===== src/rtl/violation_reset_ctrl_if.sv =====
// Bundle between the violation detectors/firmware and the reset sequencer.
// The master side drives the requests and the clear pulse. The slave side is the sequencer.
interface violation_reset_ctrl_if #(
  parameter int unsigned NUM_SRC = 4,
  parameter int unsigned CNT_W   = 8
);
  logic [NUM_SRC-1:0] viol_req;
  logic               cause_clr;
  logic               system_rst;
  logic [NUM_SRC-1:0] cause;
  logic [NUM_SRC-1:0] first_cause;
  logic [CNT_W-1:0]   viol_cnt;
  logic [1:0]         state;

  modport master (
    output viol_req,
    output cause_clr,
    input  system_rst,
    input  cause,
    input  first_cause,
    input  viol_cnt,
    input  state
  );

  modport slave (
    input  viol_req,
    input  cause_clr,
    output system_rst,
    output cause,
    output first_cause,
    output viol_cnt,
    output state
  );
endinterface


===== src/rtl/violation_reset_ctrl.sv =====
// Reset sequencer: turns level violation requests into a registered, minimum-width system reset.
// It also keeps sticky cause bits, a first-cause snapshot and a saturating episode counter.
module violation_reset_ctrl #(
  parameter int unsigned NUM_SRC   = 4,
  parameter int unsigned MIN_PULSE = 16,
  parameter int unsigned CNT_W     = 8
) (
  input logic                   clk,
  input logic                   reset_n,
  violation_reset_ctrl_if.slave bus
);
  localparam int unsigned STRETCH_W = $clog2(MIN_PULSE + 1);
  localparam logic [STRETCH_W-1:0] STRETCH_LOAD = STRETCH_W'(MIN_PULSE - 1);
  localparam logic [CNT_W-1:0] CNT_MAX = '1;

  typedef enum logic [1:0] {
    StBoot    = 2'd0,
    StIdle    = 2'd1,
    StStretch = 2'd2,
    StWaitClr = 2'd3
  } state_e;

  state_e             state_q;
  logic               system_rst_q;
  logic [NUM_SRC-1:0] cause_q;
  logic [NUM_SRC-1:0] first_cause_q;
  logic [CNT_W-1:0]   viol_cnt_q;
  logic [STRETCH_W-1:0] stretch_q;
  logic               req_any;

  assign req_any = |bus.viol_req;

  always_ff @(posedge clk or negedge reset_n) begin
    if (!reset_n) begin
      state_q       <= StBoot;
      system_rst_q  <= 1'b1;
      cause_q       <= '0;
      first_cause_q <= '0;
      viol_cnt_q    <= '0;
      stretch_q     <= '0;
    end else begin
      case (state_q)
        // Detectors power up asserted; wait for them to release without logging anything.
        StBoot: begin
          if (!req_any) begin
            state_q      <= StIdle;
            system_rst_q <= 1'b0;
          end
        end
        StIdle: begin
          if (req_any) begin
            state_q       <= StStretch;
            system_rst_q  <= 1'b1;
            stretch_q     <= STRETCH_LOAD;
            first_cause_q <= bus.viol_req;
            cause_q       <= bus.cause_clr ? bus.viol_req : (cause_q | bus.viol_req);
            if (viol_cnt_q != CNT_MAX) begin
              viol_cnt_q <= viol_cnt_q + 1'b1;
            end
          end else if (bus.cause_clr) begin
            cause_q <= '0;
          end
        end
        StStretch: begin
          cause_q <= cause_q | bus.viol_req;
          if (stretch_q == '0) begin
            if (req_any) begin
              state_q <= StWaitClr;
            end else begin
              state_q      <= StIdle;
              system_rst_q <= 1'b0;
            end
          end else begin
            stretch_q <= stretch_q - 1'b1;
          end
        end
        StWaitClr: begin
          cause_q <= cause_q | bus.viol_req;
          if (!req_any) begin
            state_q      <= StIdle;
            system_rst_q <= 1'b0;
          end
        end
        default: begin
          state_q      <= StBoot;
          system_rst_q <= 1'b1;
        end
      endcase
    end
  end

  assign bus.system_rst  = system_rst_q;
  assign bus.cause       = cause_q;
  assign bus.first_cause = first_cause_q;
  assign bus.viol_cnt    = viol_cnt_q;
  assign bus.state       = state_q;

endmodule


===== src/flat_wrapper.sv =====
// flat-port wrapper written by rule: the top's interface ports become plain ports
module violation_reset_ctrl_flat 
#(
  parameter int unsigned NUM_SRC   = 4,
  parameter int unsigned MIN_PULSE = 16,
  parameter int unsigned CNT_W     = 8
)
  (clk, reset_n, bus_viol_req, bus_cause_clr, bus_system_rst, bus_cause, bus_first_cause, bus_viol_cnt, bus_state);
  violation_reset_ctrl_if #(.NUM_SRC(NUM_SRC), .CNT_W(CNT_W)) bus_i ();
  input logic clk;
  input logic reset_n;
  input wire logic [$bits(bus_i.viol_req)-1:0] bus_viol_req;
  input wire logic [$bits(bus_i.cause_clr)-1:0] bus_cause_clr;
  output wire logic [$bits(bus_i.system_rst)-1:0] bus_system_rst;
  output wire logic [$bits(bus_i.cause)-1:0] bus_cause;
  output wire logic [$bits(bus_i.first_cause)-1:0] bus_first_cause;
  output wire logic [$bits(bus_i.viol_cnt)-1:0] bus_viol_cnt;
  output wire logic [$bits(bus_i.state)-1:0] bus_state;
  assign bus_i.viol_req = bus_viol_req;
  assign bus_i.cause_clr = bus_cause_clr;
  assign bus_system_rst = bus_i.system_rst;
  assign bus_cause = bus_i.cause;
  assign bus_first_cause = bus_i.first_cause;
  assign bus_viol_cnt = bus_i.viol_cnt;
  assign bus_state = bus_i.state;
  violation_reset_ctrl #(.NUM_SRC(NUM_SRC), .MIN_PULSE(MIN_PULSE), .CNT_W(CNT_W)) u_core (.clk(clk), .reset_n(reset_n), .bus(bus_i));
endmodule

===== config.mk =====
export PLATFORM = sky130hd
export DESIGN_NAME = violation_reset_ctrl_flat
export DESIGN_NICKNAME = d
export VERILOG_FILES = /design/src/rtl/violation_reset_ctrl_if.sv /design/src/rtl/violation_reset_ctrl.sv /design/src/flat_wrapper.sv
export SDC_FILE = /design/constraint.sdc
export NUM_CORES = 1
export LEC_CHECK = 0
export ABC_AREA = 1
export BUFFER_PORTS_ARGS = -buffer_cell sky130_fd_sc_hd__buf_2
export CAP_MARGIN = 20
export CORE_MARGIN = 5
export CORE_UTILIZATION = 50
export CTS_BUF_LIST = sky130_fd_sc_hd__clkbuf_4
export CTS_CLUSTER_SIZE = 20
export DETAILED_ROUTE_END_ITERATION = 6
export HOLD_SLACK_MARGIN = 0.03
export PLACE_DENSITY = 0.73
export SLEW_MARGIN = 30
export SYNTH_ARGS = -nofsm -noshare
export SYNTH_HDL_FRONTEND = slang
export SYNTH_SLANG_ARGS = --single-unit

===== constraint.sdc =====
create_clock -name clk -period 3.1 [get_ports clk]
set_clock_uncertainty 0.2 [all_clocks]
set_input_delay 0.62 -clock clk [delete_from_list [all_inputs] [get_ports clk]]
set_output_delay 0.62 -clock clk [all_outputs]
set_load 0.01 [all_outputs]

Word-level counts from Yosys, hierarchy flattened

Index checks and enable logic that the tools add are counted.

Add/sub/neg operators: 2
Equal/unequal tests: 9
Muxes and demuxes: 16
Bitwise logic cells: 1
Reductions and logical operators: 13

Operators with widths:

| operator                                                           | number |
|---|---|
| 4-bit two-way mux                                                  | 3 |
| 5-bit two-way mux                                                  | 2 |
| 5-bit one-hot mux with 2 select lines                              | 1 |
| 3-bit AND reduction                                                | 3 |
| 8-bit by 1-bit adder with 8-bit output, second input constant      | 1 |
| 2-bit two-way mux                                                  | 4 |
| 8-bit != test, second input constant                               | 1 |
| 4-bit one-hot mux with 2 select lines                              | 1 |
| 2-bit one-hot mux with 3 select lines                              | 1 |
| 2-bit AND reduction                                                | 3 |
| 5-bit zero test                                                    | 1 |
| 5-bit by 1-bit subtractor with 5-bit output, second input constant | 1 |
| 2-bit == test, second input constant                               | 2 |
| 2-bit by 1-bit != test with 1-bit output, second input constant    | 2 |
| 2-bit != test, second input constant                               | 2 |
| 4-bit bitwise OR                                                   | 1 |
| 2-bit nonzero test                                                 | 2 |
| 2-bit OR reduction                                                 | 2 |
| 4-bit OR reduction                                                 | 1 |
| 1-bit two-way mux                                                  | 3 |
| 3-bit by 2-bit != test with 1-bit output, second input constant    | 1 |
| 1-bit one-hot mux with 3 select lines                              | 1 |
| 2-bit by 1-bit == test with 1-bit output, second input constant    | 1 |
| 2-bit zero test                                                    | 1 |

Register bits: 24
Input bits: 7
Output and inout port bits: 19
Logic and storage cells: 47

Logic depth before layout (Yosys ltp)

Gate-level depths: netlist (run 1).

Depth after elaboration: 4
Gate-level depth with buffers: 9
Mapped depth without buffers: 8

Worst setup path after synthesis (run 1)

No wires, ideal clock.

Path type: register to register
From: reg u_core.state_q[0] (netlist: u_core.bus.state[0])
To: reg u_core.cause_q[0] (netlist: u_core.bus.cause[0])
Setup time: 0.116 ns
Arrival: 1.383 ns
Required time: 2.784 ns
Slack: 1.400 ns
Cell stages (with the launch flop): 10
Buffers on the path: 1
Clock period less this slack: 1.700 ns
Path through: dfrtp_1 -> inv_1 -> ha_1 -> buf_6 -> nor2_1 -> inv_1 -> o21ai_0 -> nand2_1 -> nand2_1 -> nand2_1

Word-level cells in the longest chain between the ends: 4
Elaborated cells on any way between the ends: 8
Classes of those cells: 4 x eq/ne; 1 x mux; 3 x reduce/logical

RTL lines:

| element                       | line                       | RTL |
|---|---|---|
| start: declaration            | violation_reset_ctrl.sv:23 | `state_e state_q;` |
| start signal: assignment      | violation_reset_ctrl.sv:35 | `state_q <= StBoot;` |
| start signal: assignment      | violation_reset_ctrl.sv:46 | `state_q <= StIdle;` |
| start signal: assignment      | violation_reset_ctrl.sv:52 | `state_q <= StStretch;` |
| 2-bit == test                 | violation_reset_ctrl.sv:42 | `case (state_q)` |
| 2-bit OR reduction (no line)  | n/a                        |  |
| 2-bit nonzero test (no line)  | n/a                        |  |
| 2-bit AND reduction (no line) | n/a                        |  |
| end signal: assignment        | violation_reset_ctrl.sv:56 | `cause_q <= bus.cause_clr ? bus.viol_req : (cause_q \| bus.viol_req);` |
| end signal: assignment        | violation_reset_ctrl.sv:65 | `cause_q <= cause_q \| bus.viol_req;` |
| end signal: assignment        | violation_reset_ctrl.sv:78 | `cause_q <= cause_q \| bus.viol_req;` |
| end: declaration              | violation_reset_ctrl.sv:25 | `logic [NUM_SRC-1:0] cause_q;` |

Parallel ways exist; a longest one is shown, timed or not.
A chain may end at the register's enable or synchronous reset.

Final worst setup path (run 1)

From: reg u_core.system_rst_q (netlist: u_core.bus.system_rst)
To: out bus_system_rst

RTL lines:

| element                  | line                       | RTL |
|---|---|---|
| start: declaration       | violation_reset_ctrl.sv:24 | `logic system_rst_q;` |
| start signal: assignment | violation_reset_ctrl.sv:36 | `system_rst_q <= 1'b1;` |
| start signal: assignment | violation_reset_ctrl.sv:47 | `system_rst_q <= 1'b0;` |
| start signal: assignment | violation_reset_ctrl.sv:53 | `system_rst_q <= 1'b1;` |
| end: declaration         | flat_wrapper.sv:14         | `output wire logic [$bits(bus_i.system_rst)-1:0] bus_system_rst;` |

No word-level cell between the ends.

==> metrics, run 1 <==
DP HPWL=2160 um; Initial Utilization=0.521; CTS Buf Count=3; largest family of logic cells by synthesized area=simple AND/OR/NAND/NOR gates; clock share of power=0.139; Avg Inst Size Synth=7.37 sq um; power share of the combinational group=0.511; Multi-input gate area=727 sq um; GP Congestion=0.822; antenna diode count=0; vias post-DR=1,230; Synth warnings=0; first-pass GRT wire length=4960 um; worst slew pin tran=0.536 ns; VDD IR max=0.611 mV; Synth Register Bits=24; Critical Path Max Stage Delay=0.57 ns; syn nets=209; cell area after synthesis=0.00144 sq mm; Die Span Y=63.6 um; number of cell rows=19; # IOs=26; Avg WL per Cell=11.2 um; Period Utilization, post-route=0.593; Highest Signal Layer=met4; crit-path max FO=3; final core occ=0.596; Reg clk slew, reported paths=0.14 ns; GRT Overall Usage=0.149; Final #Nets=238; die area=0.00405 sq mm; Flop pwr share=0.350; fmax=544 MHz; CP endpoint kind=primary output; Hold Violations, Final=0; post-route non-filler standard cell count=254; top cells by area, synth=dfrtp_1 40%, nand2_1 21%, ha_1 6.1%, inv_1 6.0%, o21ai_0 5.9%; max-cap check violation count=0; critical path type=flop to primary output; antenna violations before repair=0; clk_lat worst skew=0.32 ns; I/O Buffers=25; met3 wire length=126 um; CTS tree=yes; Post-Synth XOR/XNOR Area=0.0244; register area share after synthesis=0.419; # clock sinks=24; Adder-Cell Fraction of Synth Area=0.0609; Clock Path Buffers=2; clock period minus worst slack=1.84 ns; WL final=2840 um; # fillers=259; crit-path cells=buf_2; endpoints failing setup=0; CTS root buf=clkbuf_4; complex-gate fraction of the synthesized area=0.0792; Simple-Gate Fraction of Synth Area=0.341; Pint=913 uW; Slew headroom=0.643; PostCTS Resize Cnt=0; post-CTS setup buffers=0; drt drc=0; CTS H-tree depth=1; vias in the first global route=1,099; setup_tns=0 ns; crit path buf inv count=1; Net Switching=731 uW; cell count after synthesis=195; Worst EP arrival=1.02 ns; status=completed; met2 wire len=1280 um; dpl cells=250; core area=0.00276 sq mm; fin. max-slew vios=0; share of layout cells above drive strength 1=0.184; routed metal-1 wirelength=1400 um; CP startpoint kind=flop; cell accounting for the most synthesized area=dfrtp_1; Worst EP required=2.28 ns; Syn-to-layout area delta=14.3%; global route overflow=0; router iterations before antenna repair=4; Die Wd=63.6 um; vias per cell=4.84; slowest CP cell=dfstp_2; Yosys top cell area share=0.400; Antenna Nets Post-Route=0; # hold bufs at CTS=0; RSZ-0062 raised after global routing=no; largest net degree at the start of global routing=25; Pleak=0.948 nW; post-synthesis mux area share=0; min-delay worst type=primary input to asynchronous set/reset pin; Yosys cell types=19; Reg area=602 sq um; Switching Fraction=0.445; Iter 0 DRT Violations=97; Top delay family on crit path=flip-flops; PD cells=1000 mW/mm^2
layout make-up:
type | instances | area share
clock buffer | 3 | 0.0137
multi-input combinational | 144 | 0.442
timing repair buffer | 25 | 0.0762
sequential | 24 | 0.366
inverter | 26 | 0.0594
clock inverter | 1 | 0.0183
tap | 31 | 0.0236
cells in the mapped netlist:
cell type / number
a21oi_1: 2
o21bai_4: 1
nand3_2: 1
dfrtp_1: 23
ha_1: 7
nand3_1: 10
o21ai_0: 17
nand3b_1: 2
dfstp_2: 1
buf_6: 1
xnor2_1: 4
nor2_2: 2
nand2_1: 82
inv_1: 23
inv_2: 3
nand4_1: 3
nor2_1: 9
nand2_4: 3
or2_4: 1
layer usage:
layer	global-route usage	up-vias
met4	0.0545	0
met5	0	-
met3	0.0284	4
met1	0.202	541
li1	-	663
met2	0.235	22
kinds of logic after synthesis:
kind of cell	after synthesis
and+or+nand+nor	113
DFF	24
adders and majority gates	7
xor gates and xnor gates	4
AOI/OAI and AO/OA	20
buffers and inverters	27
registers in the layout, indices dropped and copies added, names as in the netlist:
register	flops
u_core.bus.viol_cnt	8
u_core.stretch_q	5
u_core.bus.cause	4
u_core.bus.first_cause	4
u_core.bus.state	2
u_core.bus.system_rst	1
metrics by stage:
step	cell area, sq um	setup slack (ns)	power, mW	hold WS [ns]
finish	1640	1.26	1.64	0.0586
global placement	1590	1.26	1.42	0.270
CTS	1640	1.25	1.66	0.0763
global route	1640	1.07	1.82	0.0907
detailed placement	1590	1.25	1.43	0.281
floorplan	1440	1.40	1.19	0.124
layout by cell type, fill, tap and decap left out:
cell type  instances
a21oi_1            2
buf_2             25
bufinv_16          1
clkbuf_4           3
dfrtp_1           23
dfstp_2            1
ha_1               7
inv_1             23
inv_2              3
nand2_1           82
nand2_4            3
nand3_1           10
nand3_2            1
nand3b_1           2
nand4_1            3
nor2_1             9
nor2_2             2
o21ai_0           17
o21bai_4           1
or2_4              1
xnor2_1            4
power groups by stage:
stage	registers [mW]	logic (mW)	clock network, mW
6_report	0.576	0.840	0.228
5_1_grt	0.601	0.976	0.247
4_1_cts	0.577	0.848	0.235
2_1_floorplan	0.610	0.582	0
3_3_place_gp	0.581	0.836	0
3_5_place_dp	0.584	0.847	0
path summary, 6_finish.rpt:
kind / startpoint / end / slack [ns] / cells after the start
hold reg to reg: u_core.bus.first_cause[3] / u_core.bus.first_cause[3] / 0.30 / 2
setup / recovery: u_core.bus.system_rst / bus_system_rst / 1.26 / 1
setup reg to reg: u_core.bus.state[0] / u_core.bus.cause[2] / 1.27 / 8
min in group clk: u_core.bus.first_cause[3] / u_core.bus.first_cause[3] / 0.30 / 2
max in group asynchronous: reset_n / u_core.bus.system_rst / 2.28 / 1
hold / removal: reset_n / u_core.bus.viol_cnt[5] / 0.06 / 1
(Power assumes the default switching activity.)
==> inputs of run 2 (changes only) <==
==> constraint.sdc (replaced) <==
create_clock -name clk -period 1.74 [get_ports clk]
set_clock_uncertainty 0.2 [all_clocks]
set_input_delay 0.348 -clock clk [delete_from_list [all_inputs] [get_ports clk]]
set_output_delay 0.348 -clock clk [all_outputs]
set_load 0.01 [all_outputs]
==> metrics, run 2 (synthesized netlist as in run 1, its figures left out) <==
Period Utilization, post-route=0.943; Antenna Nets Post-Route=0; CTS Buf Count=3; Die Wd=63.6 um; core area=0.00276 sq mm; Reg area=603 sq um; met1 Resource Use GR=0.202; clock period minus worst slack=1.64 ns; share of layout cells above drive strength 1=0.227; GP Congestion=0.808; Hold Violations, Final=0; global route overflow=0; met3 usage=0.0231; fmax=609 MHz; Iter 0 DRT Violations=51; endpoints failing setup=0; largest net degree at the start of global routing=25; CP endpoint kind=flop; router iterations before antenna repair=4; GRT Overall Usage=0.150; # fillers=248; vias post-DR=1,274; fin. max-slew vios=0; worst hold path cell count=3; Worst EP required=1.79 ns; Initial Utilization=0.521; Worst EP arrival=1.70 ns; PD cells=1740 mW/mm^2; max reg flops=8; Die Span Y=63.6 um; vias per cell=4.83; die area=0.00405 sq mm; commonest non-fill, non-tap cell in the layout=nand2_1; I/O Buffers=25; status=completed; Final #Nets=248; CP startpoint kind=flop; CTS tree=yes; # clock sinks=24; WL final=2910 um; clk_lat worst skew=0.31 ns; Syn-to-layout area delta=19.0%; crit-path max FO=4; worst slew pin tran=0.530 ns; number of cell rows=19; R2R Setup Slk=0.1 ns; Clock Path Buffers=2; Place WS=0.0571 ns; Multi-input gate area=742 sq um; max-cap check violation count=0; GR peak layer=met2; R2R cell count=7; critical path type=flop to flop; setup_tns=0 ns; Worst Slack Setup Final=0.0986 ns; met2 Resource Use GR=0.247; CTS H-tree depth=1; Pleak=0.980 nW; commonest cells after routing, fill and taps aside=82 x nand2_1, 25 x buf_2, 22 x inv_1, 22 x dfrtp_1, 17 x o21ai_0; DP HPWL=2200 um; min-delay worst type=primary input to flop; # IOs=26; antenna diode count=0; drt drc=0; antenna violations before repair=0; Avg WL per Cell=11.0 um; VDD IR max=1.14 mV; Reg clk slew, reported paths=0.13 ns; Slew headroom=0.647; first-pass GRT wire length=5030 um; CTS root buf=clkbuf_4; vias in the first global route=1,140
run 2: per-stage QoR:
step           instances  area [sq um]  utilization  total power, mW  hold WS [ns]
2_1_floorplan        195          1440            -             2.12        -0.148
3_3_place_gp         255          1630        0.590             2.59         0.162
3_5_place_dp         255          1630        0.590             2.64         0.165
4_1_cts              260          1660        0.603             2.89        0.0873
5_1_grt              264          1710        0.620             3.32        0.0980
6_report             264          1710        0.620             2.97        0.0951
run 2: report_power, final:
group	internal [mW]	total (mW)	switching, mW
sequential	0.806	1.02	0.212
combinational	0.726	1.71	0.979
clock	0.0838	0.247	0.163
run 2: worst paths after layout:
check,startpoint,end
worst max-delay path,u_core.bus.state[0],u_core.stretch_q[0]
worst min-delay path,bus_viol_req[3],u_core.bus.first_cause[3]
worst max register to register,u_core.bus.state[0],u_core.stretch_q[0]
worst min register to register,u_core.bus.first_cause[0],u_core.bus.first_cause[0]
max in group asynchronous,reset_n,u_core.bus.state[0]
min in group asynchronous,reset_n,u_core.bus.viol_cnt[7]
run 2: cell type report:
| cell class | instances | area share |
|---|---|---|
| Clock inverter | 1 | 0.00219 |
| Sequential cell | 24 | 0.353 |
| Tap cell | 31 | 0.0227 |
| Inverter | 26 | 0.0571 |
| Clock buffer | 3 | 0.0132 |
| Timing Repair Buffer | 35 | 0.119 |
| Multi-Input combinational cell | 144 | 0.434 |
run 2: routing by layer:
layer  share of wire  wire [um]
met3           0.045        132
met5               0          0
met1            0.48       1400
met4           0.010         30
met2            0.46       1340
run 2: timing repair:
item	4_1_cts	5_1_grt
setup buffers	0	4
setup endpoints to repair	0	17
hold endpoints to repair	23	0
hold buffers	1	0
gates resized for setup	0	5
run 2: critical path, cell delays in order (launching register included):
cell	delay, ns
dfrtp_2	0.45
buf_4	0.16
ha_4	0.17
nand3_1	0.13
nand2_1	0.08
nor2_1	0.25
nand2_1	0.09
nand2_1	0.07
